File: src/rtl/riscv_pkg.sv
// Shared fetch-stage constants and the fetch FSM state type.
// Holds datapath width, the reset NOP encoding and the sequential PC increment.
package riscv_pkg;

    localparam int XLEN = 32;
    localparam logic [XLEN-1:0] NOP_INST = 32'h0000_0013;
    localparam logic [XLEN-1:0] PC_STEP  = 32'd4;

    typedef enum logic {
        FETCH = 1'b0,
        HOLD  = 1'b1
    } fetch_state_t;

endpackage

File: src/rtl/inst_fetch_if.sv
// Instruction-memory request/response bus between the fetch stage and imem.
// The fetch stage is master; imem answers with a single-cycle ack strobe.
interface inst_fetch_if
    import riscv_pkg::*;
();
    logic            imem_req;
    logic [XLEN-1:0] imem_addr;
    logic            imem_ack;
    logic [XLEN-1:0] imem_rdata;

    modport master (
        output imem_req,
        output imem_addr,
        input  imem_ack,
        input  imem_rdata
    );

    modport slave (
        input  imem_req,
        input  imem_addr,
        output imem_ack,
        output imem_rdata
    );
endinterface

File: src/rtl/fetch_skid_buf.sv
// One-entry (pc, instruction) holding buffer for a response that lands during a stall.
// Latency: load visible next cycle. Backpressure: none, the owner never loads while full.
module fetch_skid_buf
    import riscv_pkg::*;
(
    input  logic            clk,
    input  logic            rst_n,
    input  logic            clear_i,
    input  logic            load_i,
    input  logic            pop_i,
    input  logic [XLEN-1:0] load_pc_i,
    input  logic [XLEN-1:0] load_data_i,
    output logic            vld_o,
    output logic [XLEN-1:0] pc_o,
    output logic [XLEN-1:0] data_o
);
    logic            vld_q;
    logic [XLEN-1:0] pc_q;
    logic [XLEN-1:0] data_q;

    always_ff @(posedge clk or negedge rst_n) begin
        if (!rst_n) begin
            vld_q  <= 1'b0;
            pc_q   <= '0;
            data_q <= '0;
        end else if (clear_i) begin
            vld_q <= 1'b0;
        end else if (load_i) begin
            vld_q  <= 1'b1;
            pc_q   <= load_pc_i;
            data_q <= load_data_i;
        end else if (pop_i) begin
            vld_q <= 1'b0;
        end
    end

    assign vld_o  = vld_q;
    assign pc_o   = pc_q;
    assign data_o = data_q;
endmodule

File: src/rtl/inst_fetch.sv
// Instruction fetch: requests imem at the fetch PC and presents responses to IF_ID.
// Latency 1 cycle ack->ACK_out; stalling freezes outputs, and a stalled response is
// buffered under IFETCH_SKID_BUF_EN or dropped and refetched otherwise.
module inst_fetch
    import riscv_pkg::*;
#(
    parameter logic [XLEN-1:0] RESET_PC = 32'h0000_0000
) (
    input  logic            clk,
    input  logic            rst_n,
    input  logic            stalling,
    input  logic            redirect,
    input  logic [XLEN-1:0] redirect_pc,
    inst_fetch_if.master    imem,
    output logic [XLEN-1:0] PC_out,
    output logic [XLEN-1:0] inst_data_out,
    output logic            ACK_out
);
    fetch_state_t    state_q, state_d;
    logic [XLEN-1:0] pc_q, pc_d;
    logic [XLEN-1:0] pc_out_q, pc_out_d;
    logic [XLEN-1:0] inst_q, inst_d;
    logic            ack_q, ack_d;
    logic            req_en_q;
    logic            ack_vld;

`ifdef IFETCH_SKID_BUF_EN
    logic            buf_load, buf_pop, buf_clear, buf_vld;
    logic [XLEN-1:0] buf_pc, buf_data;

    fetch_skid_buf u_skid (
        .clk         (clk),
        .rst_n       (rst_n),
        .clear_i     (buf_clear),
        .load_i      (buf_load),
        .pop_i       (buf_pop),
        .load_pc_i   (pc_q),
        .load_data_i (imem.imem_rdata),
        .vld_o       (buf_vld),
        .pc_o        (buf_pc),
        .data_o      (buf_data)
    );
`endif

    // req_en_q keeps imem_req low until the first edge after reset release
    assign imem.imem_req  = req_en_q && (state_q == FETCH);
    assign imem.imem_addr = pc_q;
    assign ack_vld        = imem.imem_ack && imem.imem_req;

    always_comb begin
        state_d  = state_q;
        pc_d     = pc_q;
        pc_out_d = pc_out_q;
        inst_d   = inst_q;
        ack_d    = ack_q;
`ifdef IFETCH_SKID_BUF_EN
        buf_load  = 1'b0;
        buf_pop   = 1'b0;
        buf_clear = 1'b0;
`endif
        if (redirect) begin
            pc_d    = redirect_pc & 32'hFFFF_FFFC;
            ack_d   = 1'b0;
            state_d = FETCH;
`ifdef IFETCH_SKID_BUF_EN
            buf_clear = 1'b1;
`endif
        end else if (stalling) begin
            if (ack_vld) begin
                state_d = HOLD;
`ifdef IFETCH_SKID_BUF_EN
                buf_load = 1'b1;
                pc_d     = pc_q + PC_STEP;
`endif
            end
        end else if (state_q == HOLD) begin
            state_d = FETCH;
            ack_d   = 1'b0;
`ifdef IFETCH_SKID_BUF_EN
            if (buf_vld) begin
                pc_out_d = buf_pc;
                inst_d   = buf_data;
                ack_d    = 1'b1;
                buf_pop  = 1'b1;
            end
`endif
        end else if (ack_vld) begin
            pc_out_d = pc_q;
            inst_d   = imem.imem_rdata;
            ack_d    = 1'b1;
            pc_d     = pc_q + PC_STEP;
        end else begin
            ack_d = 1'b0;
        end
    end

    always_ff @(posedge clk or negedge rst_n) begin
        if (!rst_n) begin
            state_q  <= FETCH;
            pc_q     <= RESET_PC;
            pc_out_q <= '0;
            inst_q   <= NOP_INST;
            ack_q    <= 1'b0;
            req_en_q <= 1'b0;
        end else begin
            state_q  <= state_d;
            pc_q     <= pc_d;
            pc_out_q <= pc_out_d;
            inst_q   <= inst_d;
            ack_q    <= ack_d;
            req_en_q <= 1'b1;
        end
    end

    assign PC_out        = pc_out_q;
    assign inst_data_out = inst_q;
    assign ACK_out       = ack_q;
endmodule

File: src/flat_wrapper.sv
// flat-port wrapper written by rule: the top's interface ports become plain ports
module inst_fetch_flat import riscv_pkg::*;
#(
    parameter logic [XLEN-1:0] RESET_PC = 32'h0000_0000
)
  (clk, rst_n, stalling, redirect, redirect_pc, PC_out, inst_data_out, ACK_out, imem_imem_req, imem_imem_addr, imem_imem_ack, imem_imem_rdata);
  inst_fetch_if imem_i ();
  input  logic clk;
  input  logic rst_n;
  input  logic stalling;
  input  logic redirect;
  input  logic [XLEN-1:0] redirect_pc;
  output logic [XLEN-1:0] PC_out;
  output logic [XLEN-1:0] inst_data_out;
  output logic ACK_out;
  output wire logic [$bits(imem_i.imem_req)-1:0] imem_imem_req;
  output wire logic [$bits(imem_i.imem_addr)-1:0] imem_imem_addr;
  input wire logic [$bits(imem_i.imem_ack)-1:0] imem_imem_ack;
  input wire logic [$bits(imem_i.imem_rdata)-1:0] imem_imem_rdata;
  assign imem_imem_req = imem_i.imem_req;
  assign imem_imem_addr = imem_i.imem_addr;
  assign imem_i.imem_ack = imem_imem_ack;
  assign imem_i.imem_rdata = imem_imem_rdata;
  inst_fetch #(.RESET_PC(RESET_PC)) u_core (.clk(clk), .rst_n(rst_n), .stalling(stalling), .redirect(redirect), .redirect_pc(redirect_pc), .imem(imem_i), .PC_out(PC_out), .inst_data_out(inst_data_out), .ACK_out(ACK_out));
endmodule
File: config.mk
export PLATFORM = sky130hd
export DESIGN_NAME = inst_fetch_flat
export DESIGN_NICKNAME = d
export VERILOG_FILES = /design/src/rtl/riscv_pkg.sv /design/src/rtl/inst_fetch_if.sv /design/src/rtl/fetch_skid_buf.sv /design/src/rtl/inst_fetch.sv /design/src/flat_wrapper.sv
export SDC_FILE = /design/constraint.sdc
export NUM_CORES = 1
export LEC_CHECK = 0
export CELL_PAD_IN_SITES_DETAIL_PLACEMENT = 0
export CELL_PAD_IN_SITES_GLOBAL_PLACEMENT = 1
export CORE_MARGIN = 10
export CORE_UTILIZATION = 34
export CTS_CLUSTER_DIAMETER = 50
export DETAILED_ROUTE_END_ITERATION = 7
export MAX_ROUTING_LAYER = met4
export PLACE_DENSITY = 0.8
export SYNTH_ARGS = -nofsm -noshare
export SYNTH_HDL_FRONTEND = slang
export SYNTH_SLANG_ARGS = --single-unit
File: constraint.sdc
create_clock -name clk -period 2.45 [get_ports clk]
set_input_delay 0.49 -clock clk [delete_from_list [all_inputs] [get_ports clk]]
set_output_delay 0.49 -clock clk [all_outputs]
set_load 0.03 [all_outputs]
==> impl_metrics.tcl, run 1 <==
set metrics [dict create \
    via_per_inst 4.559 \
    critPathBufInv 1 \
    rsz0062_at_grt "no" \
    hp-class "input pin to async pin" \
    worst_pin_slew_ns 0.5390 \
    yosysTopAreaCell "dfrtp_1" \
    vias 3114 \
    worstSkewPairLatency_ns 0.34 \
    report.final.slew_viol_count 0 \
    hpwl_um 8700 \
    die_w_um 132.2 \
    fp.dieH_um 132.2 \
    max-slew-margin-rel 0.6406 \
    p_leak_nw 2.513 \
    cp_slowest_stage_delay_ns 0.75 \
    num_rows 40 \
    grt_pass1_wl_um 18310 \
    synth_most_common_cell "dfrtp_1" \
    critPathLaunch "u_core.imem.imem_addr[19]" \
    synth.cell_area_um2 4280 \
    cts_buffer_depth 2 \
    gr-total-overflow 0 \
    setup_tns_ns 0 \
    drive_gt1_frac 0.2117 \
    drcViolationCount 0 \
    ir_worst_vdd_mv 0.3504 \
    critPathTopFamily "buffers and inverters" \
    synthCells 346 \
    async_flop_share 1.000 \
    power_mw 5.166 \
    area_delta_synth_final_pct 49.55 \
    gp_congestion 0.7313 \
    wl_um 11280 \
    yosysUniqueCellTypes 35 \
    synth_seq_cells 95 \
    hold_viol_final 0 \
    synth-edff-count 0 \
    cts.sinks 95 \
    ctsHoldBuffers 0 \
    power.density_nw_per_um2 807.1 \
    cp_max_fo 7 \
    cts_resized 0 \
    drtIter0Drc 175 \
    max_freq_mhz 474.7 \
    htreeDepth 3 \
    synth_ff_type "dfrtp_1" \
    critPathLaunchType "flop" \
    finalSetupViolations 0 \
    avgSynthCellArea_um2 12.37 \
    place_ws_ns 0.03402 \
    period_minus_slack_ns 2.107 \
    cts_tree "built" \
    cp_data_arrival_time_ns 1.62 \
    root_buffer "clkbuf_16" \
    synthTopCellsByCount "92 x dfrtp_1, 63 x mux2_2, 41 x nand2_1" \
    cts_buffers 9 \
    ys_warn_count 0 \
    maxCapViolCount 0 \
    grt_usage 0.1338 \
    critPathSlowestCell "clkdlybuf4s50_1" \
    post_cts.repair.setup_buffers 0 \
    port_buffers 160 \
    dieArea_um2 17480 \
    grt_max_degree 64 \
    initial_core_util 0.3520 \
    fin_ws_ns 0.3432 \
    antenna_found_initial 0 \
    end_kind "output pin" \
    synth.area.top_cells "dfrtp_1 54%, mux2_2 17%, xnor2_1 5.1%" \
    path_clk_slew_ns 0.06 \
    diodes 0 \
    drtAntennaViolNets 0 \
    cp_cell_sequence "clkdlybuf4s50_1" \
    timing.rr.start "u_core.imem.imem_addr[3]" \
    io_pins 167 \
    synth.top_cell.area_share 0.5379 \
    min_period_over_period 0.8599 \
    skew_ns 0.005535 \
    crit_type "flop to output pin" \
    wl_per_cell_um 16.51 \
    drt_pass1_iterations 4 \
    final_util 0.5263 \
    ys_seq_area_frac 0.5563 \
    status "complete, no violations" \
    nNetsFinal 580 \
    grt_pass1_vias 3279 \
    crit_required_ns 1.96 \
    core-area_um2 12160 \
]
## state kept, by name, indices dropped and copies added, names as in the netlist
signal                 cells
u_core.PC_out             30
u_core.imem.imem_addr     30
u_core.inst_data_out      32
u_core.req_en_q            1
u_core.state_q             1
u_core.ACK_out             1
## worst paths after layout
| check | slack (ns) | end | depth (start not counted) |
|---|---|---|---|
| worst max-delay path | 0.34 | imem_imem_addr[19] | 1 |
| worst max register to register | 0.47 | u_core.imem.imem_addr[30] | 6 |
| worst min-delay path | 0.08 | u_core.inst_data_out[21] | 1 |
| max in group asynchronous | 1.69 | u_core.inst_data_out[4] | 2 |
| min in group clk | 0.50 | u_core.inst_data_out[17] | 1 |
| worst min register to register | 0.50 | u_core.inst_data_out[17] | 1 |
## per-stage QoR
step / cells / hold slack (ns) / cell area (um2)
final: 683 / 0.08203 / 6401
after floorplan: 349 / 0.1944 / 4292
after detailed placement: 667 / 0.4551 / 6128
after global routing: 683 / 0.09713 / 6401
after CTS: 683 / 0.08883 / 6401
after global placement: 667 / 0.4472 / 6128
## where the power goes
| group | leakage (nW) | switching (mW) | internal [mW] |
|---|---|---|---|
| logic | 1.23 | 0.954 | 0.842 |
| clock network | 0.134 | 0.549 | 0.744 |
| registers | 1.15 | 0.202 | 1.88 |
| total | 2.51 | 1.70 | 3.46 |
## logic make-up (layout without fill, tap and decap cells)
logic type                 after synthesis  count (layout)  synth area share
and+or+nand+nor                         97              97            0.1409
DFF                                     95              95            0.5563
muxes                                   64              64            0.1681
AOI/OAI and AO/OA                       33              33           0.03946
xor gates and xnor gates                28              28           0.05729
buffers and inverters                   26             192           0.03332
other                                    2               5          0.001755
adders and majority gates                1               1          0.002923
## cells in the final DEF, fill, tap and decap left out, drive strengths merged, types with 4 or more instances in the layout
cell           instances
nor2                   5
xnor2                 25
o21ai                 30
clkbuf                15
nand2                 41
mux2                  63
nand4                  8
clkdlybuf4s50        158
nor3                   8
inv                    4
nand3                 10
buf                   14
dfrtp                 92
nor4                  13
conb                   5
## layer usage
layer | vias to the layer above | part of all wire | track usage
li1 | 1526 | - | -
met1 | 1494 | 0.46 | 0.1633
met2 | 87 | 0.48 | 0.2084
met3 | 7 | 0.058 | 0.04535
met4 | 0 | 0.0084 | 0.03301
met5 | - | 0 | -
## area by class of cell
type                       count  area, um2
tap                          168      210.2
sequential                    95       2381
inverter                       4      15.01
multi-input combinational    228       1775
clock buffer                  15      267.8
fill                        1088       5761
clock inverter                 1      5.005
timing repair buffer         172       1747
(Power assumes the default switching activity.)
==> inputs of run 2 (changes only) <==
--- a/config.mk
+++ b/config.mk
@@ -13,6 +13,7 @@
 export DETAILED_ROUTE_END_ITERATION = 7
 export MAX_ROUTING_LAYER = met4
 export PLACE_DENSITY = 0.8
+export REMOVE_ABC_BUFFERS = 1
 export SYNTH_ARGS = -nofsm -noshare
 export SYNTH_HDL_FRONTEND = slang
 export SYNTH_SLANG_ARGS = --single-unit
==> run 2 against run 1 <==
  * Sequential share of layout area grew 0.12 points
  * Clock skew up 0.0017 ns
  * Die area stayed put
  * Via count up 2.0%
==> impl_metrics.tcl, run 2 (synthesis gave the netlist of run 1 again) <==
set metrics [dict create \
    status "complete, no violations" \
    grt_max_degree 50 \
    via_per_inst 4.643 \
    cts_tree "built" \
    period_minus_slack_ns 2.087 \
    vias 3176 \
    largest_register_ffs 32 \
    cp_slowest_stage_delay_ns 0.75 \
    hold_viol_final 0 \
    antenna_found_initial 1 \
    root_buffer "clkbuf_16" \
    end_kind "output pin" \
    cp_max_fo 7 \
    cp_data_arrival_time_ns 1.60 \
    fin_cells 684 \
    num_rows 40 \
    finish.instance_area_um2 6381 \
    gr-total-overflow 0 \
    finalSetupViolations 0 \
    critPathSlowestCell "clkdlybuf4s50_1" \
    grt_usage 0.1396 \
    skew_ns 0.007189 \
    hp-class "flop to flop" \
    wl_met3_um 864 \
    wl_um 11720 \
    power_mw 5.203 \
    crit_type "flop to output pin" \
    rsz0062_at_grt "no" \
    core-area_um2 12160 \
    port_buffers 160 \
    dieArea_um2 17480 \
    wl_met2_um 5415 \
    crit_required_ns 1.96 \
    timing.rr.start "u_core.imem.imem_addr[2]" \
    fill_cells 1115 \
    cp_cell_sequence "clkdlybuf4s50_1" \
    dp_cells 666 \
    report.final.slew_viol_count 0 \
    worstSkewPairLatency_ns 0.34 \
    path_clk_slew_ns 0.06 \
    maxCapViolCount 0 \
    place_area_um2 6096 \
    min_from "u_core.PC_out[20]" \
    power.density_nw_per_um2 815.3 \
    drtIter0Drc 121 \
    initial_core_util 0.3520 \
    critPathLaunchType "flop" \
    final_cell_mix "158 x clkdlybuf4s50_1, 92 x dfrtp_1, 63 x mux2_2" \
    fin_ws_ns 0.3626 \
    final_common_cell "clkdlybuf4s50_1" \
    critPathBufInv 1 \
    critPathTopFamily "buffers and inverters" \
    htreeDepth 3 \
    gp_congestion 0.7560 \
    reg2reg_setup_slack_ns 0.46 \
    nNetsFinal 580 \
    io_pins 167 \
    place_ws_ns 0.08226 \
    cts_buffers 9 \
    fp.dieH_um 132.2 \
    wl_per_cell_um 17.14 \
    hpwl_um 8918 \
    top_layer "met4" \
    drtAntennaViolNets 0 \
    cts.sinks 95 \
    drcViolationCount 0 \
    drt_pass1_iterations 4 \
    die_w_um 132.2 \
    p_leak_nw 2.501 \
    ir_worst_vdd_mv 0.4742 \
    cts_buffer_depth 2 \
    wl_met1_um 5316 \
    grt_pass1_vias 3518 \
    drive_gt1_frac 0.2097 \
    grt_pass1_wl_um 19180 \
    max_freq_mhz 479.1 \
    area_delta_synth_final_pct 49.08 \
    critPathLaunch "u_core.imem.imem_addr[4]" \
    min_period_over_period 0.8520 \
    post_cts.repair.setup_buffers 0 \
]
[run 2: what timing repair did]
action | 4_1_cts | 5_1_grt
gates resized for setup | 0 | 0
endpoints found under the hold margin | 14 | 0
hold buffers | 1 | 0
[run 2: worst paths after layout]
path,to,depth (start not counted)
setup / recovery,imem_imem_addr[4],1
hold / removal,u_core.PC_out[20],1
setup reg to reg,u_core.imem.imem_addr[30],6
hold reg to reg,u_core.PC_out[20],1
max in group asynchronous,u_core.inst_data_out[4],3
min in group asynchronous,u_core.PC_out[31],2
[run 2: per-layer routing]
metal  track usage  vias to the layer above
li1              -                     1531
met1        0.1674                     1536
met2        0.2162                       99
met3       0.04611                       10
met4       0.04768                        0
met5             -                        -
[run 2: layout make-up]
class                   count  area [um2]  area share
repair buffers            172        1724      0.2702
diodes                      1       2.502   0.0003922
well taps                 168       210.2     0.03294
clock buffers              15       267.8     0.04196
clock inverters             1       5.005   0.0007843
flip-flops and latches     95        2381      0.3731
inverters                   4       15.01    0.002353
multi-input cells         228        1775      0.2782
[run 2: where the power goes]
part,internal (mW),switching (mW)
Sequential,1.88,0.207
Combinational,0.838,0.959
Clock,0.745,0.578
[run 2: through the flow]
stage / hold slack, ns / utilization / setup TNS, ns
final: 0.5039 / 0.5247 / 0
after CTS: 0.5084 / 0.5245 / 0
after detailed placement: 0.3666 / 0.5012 / 0
after floorplan: 0.1944 / - / -118.42
after global routing: 0.5198 / 0.5247 / 0
after global placement: 0.3639 / 0.5012 / 0
==> inputs of run 3 (changes only) <==
--- a/config.mk
+++ b/config.mk
@@ -8,12 +8,13 @@
 export CELL_PAD_IN_SITES_DETAIL_PLACEMENT = 0
 export CELL_PAD_IN_SITES_GLOBAL_PLACEMENT = 1
 export CORE_MARGIN = 10
-export CORE_UTILIZATION = 34
+export CORE_UTILIZATION = 33
 export CTS_CLUSTER_DIAMETER = 50
 export DETAILED_ROUTE_END_ITERATION = 7
 export MAX_ROUTING_LAYER = met4
-export PLACE_DENSITY = 0.8
+export PLACE_DENSITY = 0.78
 export REMOVE_ABC_BUFFERS = 1
 export SYNTH_ARGS = -nofsm -noshare
 export SYNTH_HDL_FRONTEND = slang
+export SYNTH_HIERARCHICAL = 1
 export SYNTH_SLANG_ARGS = --single-unit
==> run 3 against run 2 <==
  * Fmax down 5.7%
  * Synthesized cell count is 3.8% higher
  * Non-clock buffer count is 12 higher
  * Critical path type is now input pin to flop
  * Critical endpoint is now u_core/imem.imem_addr[26]
  * Highest routed layer unchanged
==> impl_metrics.tcl, run 3 <==
set metrics [dict create \
    grt_max_degree 43 \
    period_minus_slack_ns 2.214 \
    r2r-end "u_core/imem.imem_addr[31]" \
    drt_pass1_iterations 5 \
    fp.dieH_um 133.9 \
    ys_warn_count 6 \
    yosysUniqueCellTypes 37 \
    reg2reg_setup_slack_ns 0.36 \
    top_layer "met4" \
    wl_met2_um 6130 \
    antenna_found_initial 0 \
    status "complete, no violations" \
    async_flop_share 1.000 \
    yosysTopAreaCell "dfrtp_1" \
    synth.area.top_cells "dfrtp_1 54%, mux2_2 16%, or4_1 3.2%" \
    avgSynthCellArea_um2 11.93 \
    vias 3552 \
    diodes 0 \
    end_kind "flop" \
    synth_most_common_cell "dfrtp_1" \
    root_buffer "clkbuf_16" \
    initial_core_util 0.3379 \
    synth.top_cell.area_share 0.5377 \
    critPathLaunch "imem_imem_ack" \
    post_cts.repair.setup_buffers 0 \
    path_clk_slew_ns 0.06 \
    hp-class "input pin to async pin" \
    drtIter0Drc 131 \
    nNetsFinal 600 \
    seq_area_um2 2381 \
    cts_resized 0 \
    cts_tree "built" \
    critPathTopFamily "simple AND/OR/NAND/NOR gates" \
    drcViolationCount 0 \
    fin_cells 707 \
    wl_met1_um 5607 \
    wl_um 12580 \
    cts_buffers 9 \
    max_freq_mhz 451.6 \
    multi_input_area_um2 1780 \
    area_delta_synth_final_pct 50.91 \
    crit_end "u_core/imem.imem_addr[26]" \
    synth_seq_cells 95 \
    ir_worst_vdd_mv 0.3518 \
    num_rows 41 \
    fill_cells 1188 \
    final_cell_mix "159 x clkdlybuf4s50_1, 92 x dfrtp_1, 62 x mux2_2" \
    report.final.slew_viol_count 0 \
    synth_ff_type "dfrtp_1" \
    crit_type "input pin to flop" \
    cts_buffer_depth 2 \
    critPathSlowestCell "or4_4" \
    cp.depth 5 \
    port_buffers 160 \
    cts.sinks 95 \
    worstSkewPairLatency_ns 0.34 \
    io_pins 167 \
    hold_viol_final 0 \
    dp_cells 691 \
    setup_tns_ns 0 \
    cp_slowest_stage_delay_ns 0.61 \
    grt_pass1_wl_um 19950 \
    ff2ff_path_depth 5 \
    skew_ns 0.01000 \
    grt_usage 0.1421 \
    power.density_nw_per_um2 804.2 \
    cp_data_arrival_time_ns 2.47 \
    ctsHoldBuffers 0 \
    rsz0062_at_grt "no" \
    finalSetupViolations 0 \
    critPathBufInv 1 \
    place_area_um2 6192 \
    htreeDepth 3 \
    min_period_over_period 0.9038 \
    largest_register_ffs 32 \
    synthTopCellsByCount "92 x dfrtp_1, 62 x mux2_2, 27 x nand2_1" \
    hold_slack_ns 0.06749 \
    synth.cell_area_um2 4282 \
    ys_seq_area_frac 0.5561 \
    cp_max_fo 7 \
    drtAntennaViolNets 0 \
    gr-total-overflow 0 \
    critPathLaunchType "input pin" \
    synth-edff-count 0 \
    die_w_um 133.9 \
    via_per_inst 5.024 \
    timing.rr.start "u_core/imem.imem_addr[14]" \
    gp_congestion 0.7578 \
    power_mw 5.196 \
    drive_gt1_frac 0.2019 \
    final_common_cell "clkdlybuf4s50_1" \
    maxCapViolCount 0 \
    dieArea_um2 17930 \
    core-area_um2 12670 \
    wl_per_cell_um 17.79 \
    wl_met3_um 716 \
    synthCells 359 \
    cp_cell_sequence "clkdlybuf4s50_1 > nand4bb_4 > or4_4 > or4_1 > a31oi_1" \
    hpwl_um 9660 \
    p_leak_nw 2.526 \
    finish.instance_area_um2 6461 \
    crit_required_ns 2.71 \
    grt_pass1_vias 3704 \
]
==> run 3: power by group <==
part / internal [mW] / switching, mW
clock network: 0.711 / 0.573
registers: 1.88 / 0.200
logic: 0.850 / 0.986
total: 3.44 / 1.76
==> run 3: worst min path at each step <==
stage	end	start	slack [ns]	cells after the start
detailed placement	u_core/PC_out[28]	rst_n	0.44	1
floorplan	u_core/ACK_out	rst_n	0.19	0
global placement	u_core/PC_out[28]	rst_n	0.44	1
global route	u_core/imem.imem_addr[28]	rst_n	0.09	1
finish	u_core/PC_out[28]	rst_n	0.07	1
CTS	u_core/PC_out[28]	rst_n	0.07	1
==> run 3: cells by family after synthesis <==
kind of cell,synth area share
simple gates,0.1505
flops,0.5561
mux,0.1654
compound gates,0.07043
buf+inv,0.03243
xor+xnor,0.02045
other cells,0.001754
fa+ha+maj,0.002922
==> run 3: layer usage <==
metal | vias up | track usage
li1 | 1669 | -
met1 | 1770 | 0.1706
met2 | 102 | 0.2327
met3 | 11 | 0.03659
met4 | 0 | 0.03809
met5 | - | -
==> run 3: final cells by class <==
type,instances,share of cell area
Clock buffer,12,0.03815
Clock inverter,4,0.003486
Inverter,3,0.001743
Timing Repair Buffer,184,0.2792
Multi-Input combinational cell,237,0.2756
Sequential cell,95,0.3685
Tap cell,172,0.03331
==> run 3: worst reg2reg max path, stage by stage, from the launching register on <==
cell	delay, ns
dfrtp_1	0.36
buf_4	0.15
and4_1	0.35
nand4_1	0.39
or4_1	0.60
a31oi_1	0.17
==> run 3: stage by stage <==
| step | util | setup WS (ns) |
|---|---|---|
| 2_1_floorplan | - | -1.492 |
| 3_3_place_gp | 0.4887 | -0.08232 |
| 3_5_place_dp | 0.4887 | -0.1292 |
| 4_1_cts | 0.5099 | 0.2224 |
| 5_1_grt | 0.5099 | 0.1290 |
| 6_report | 0.5099 | 0.2357 |
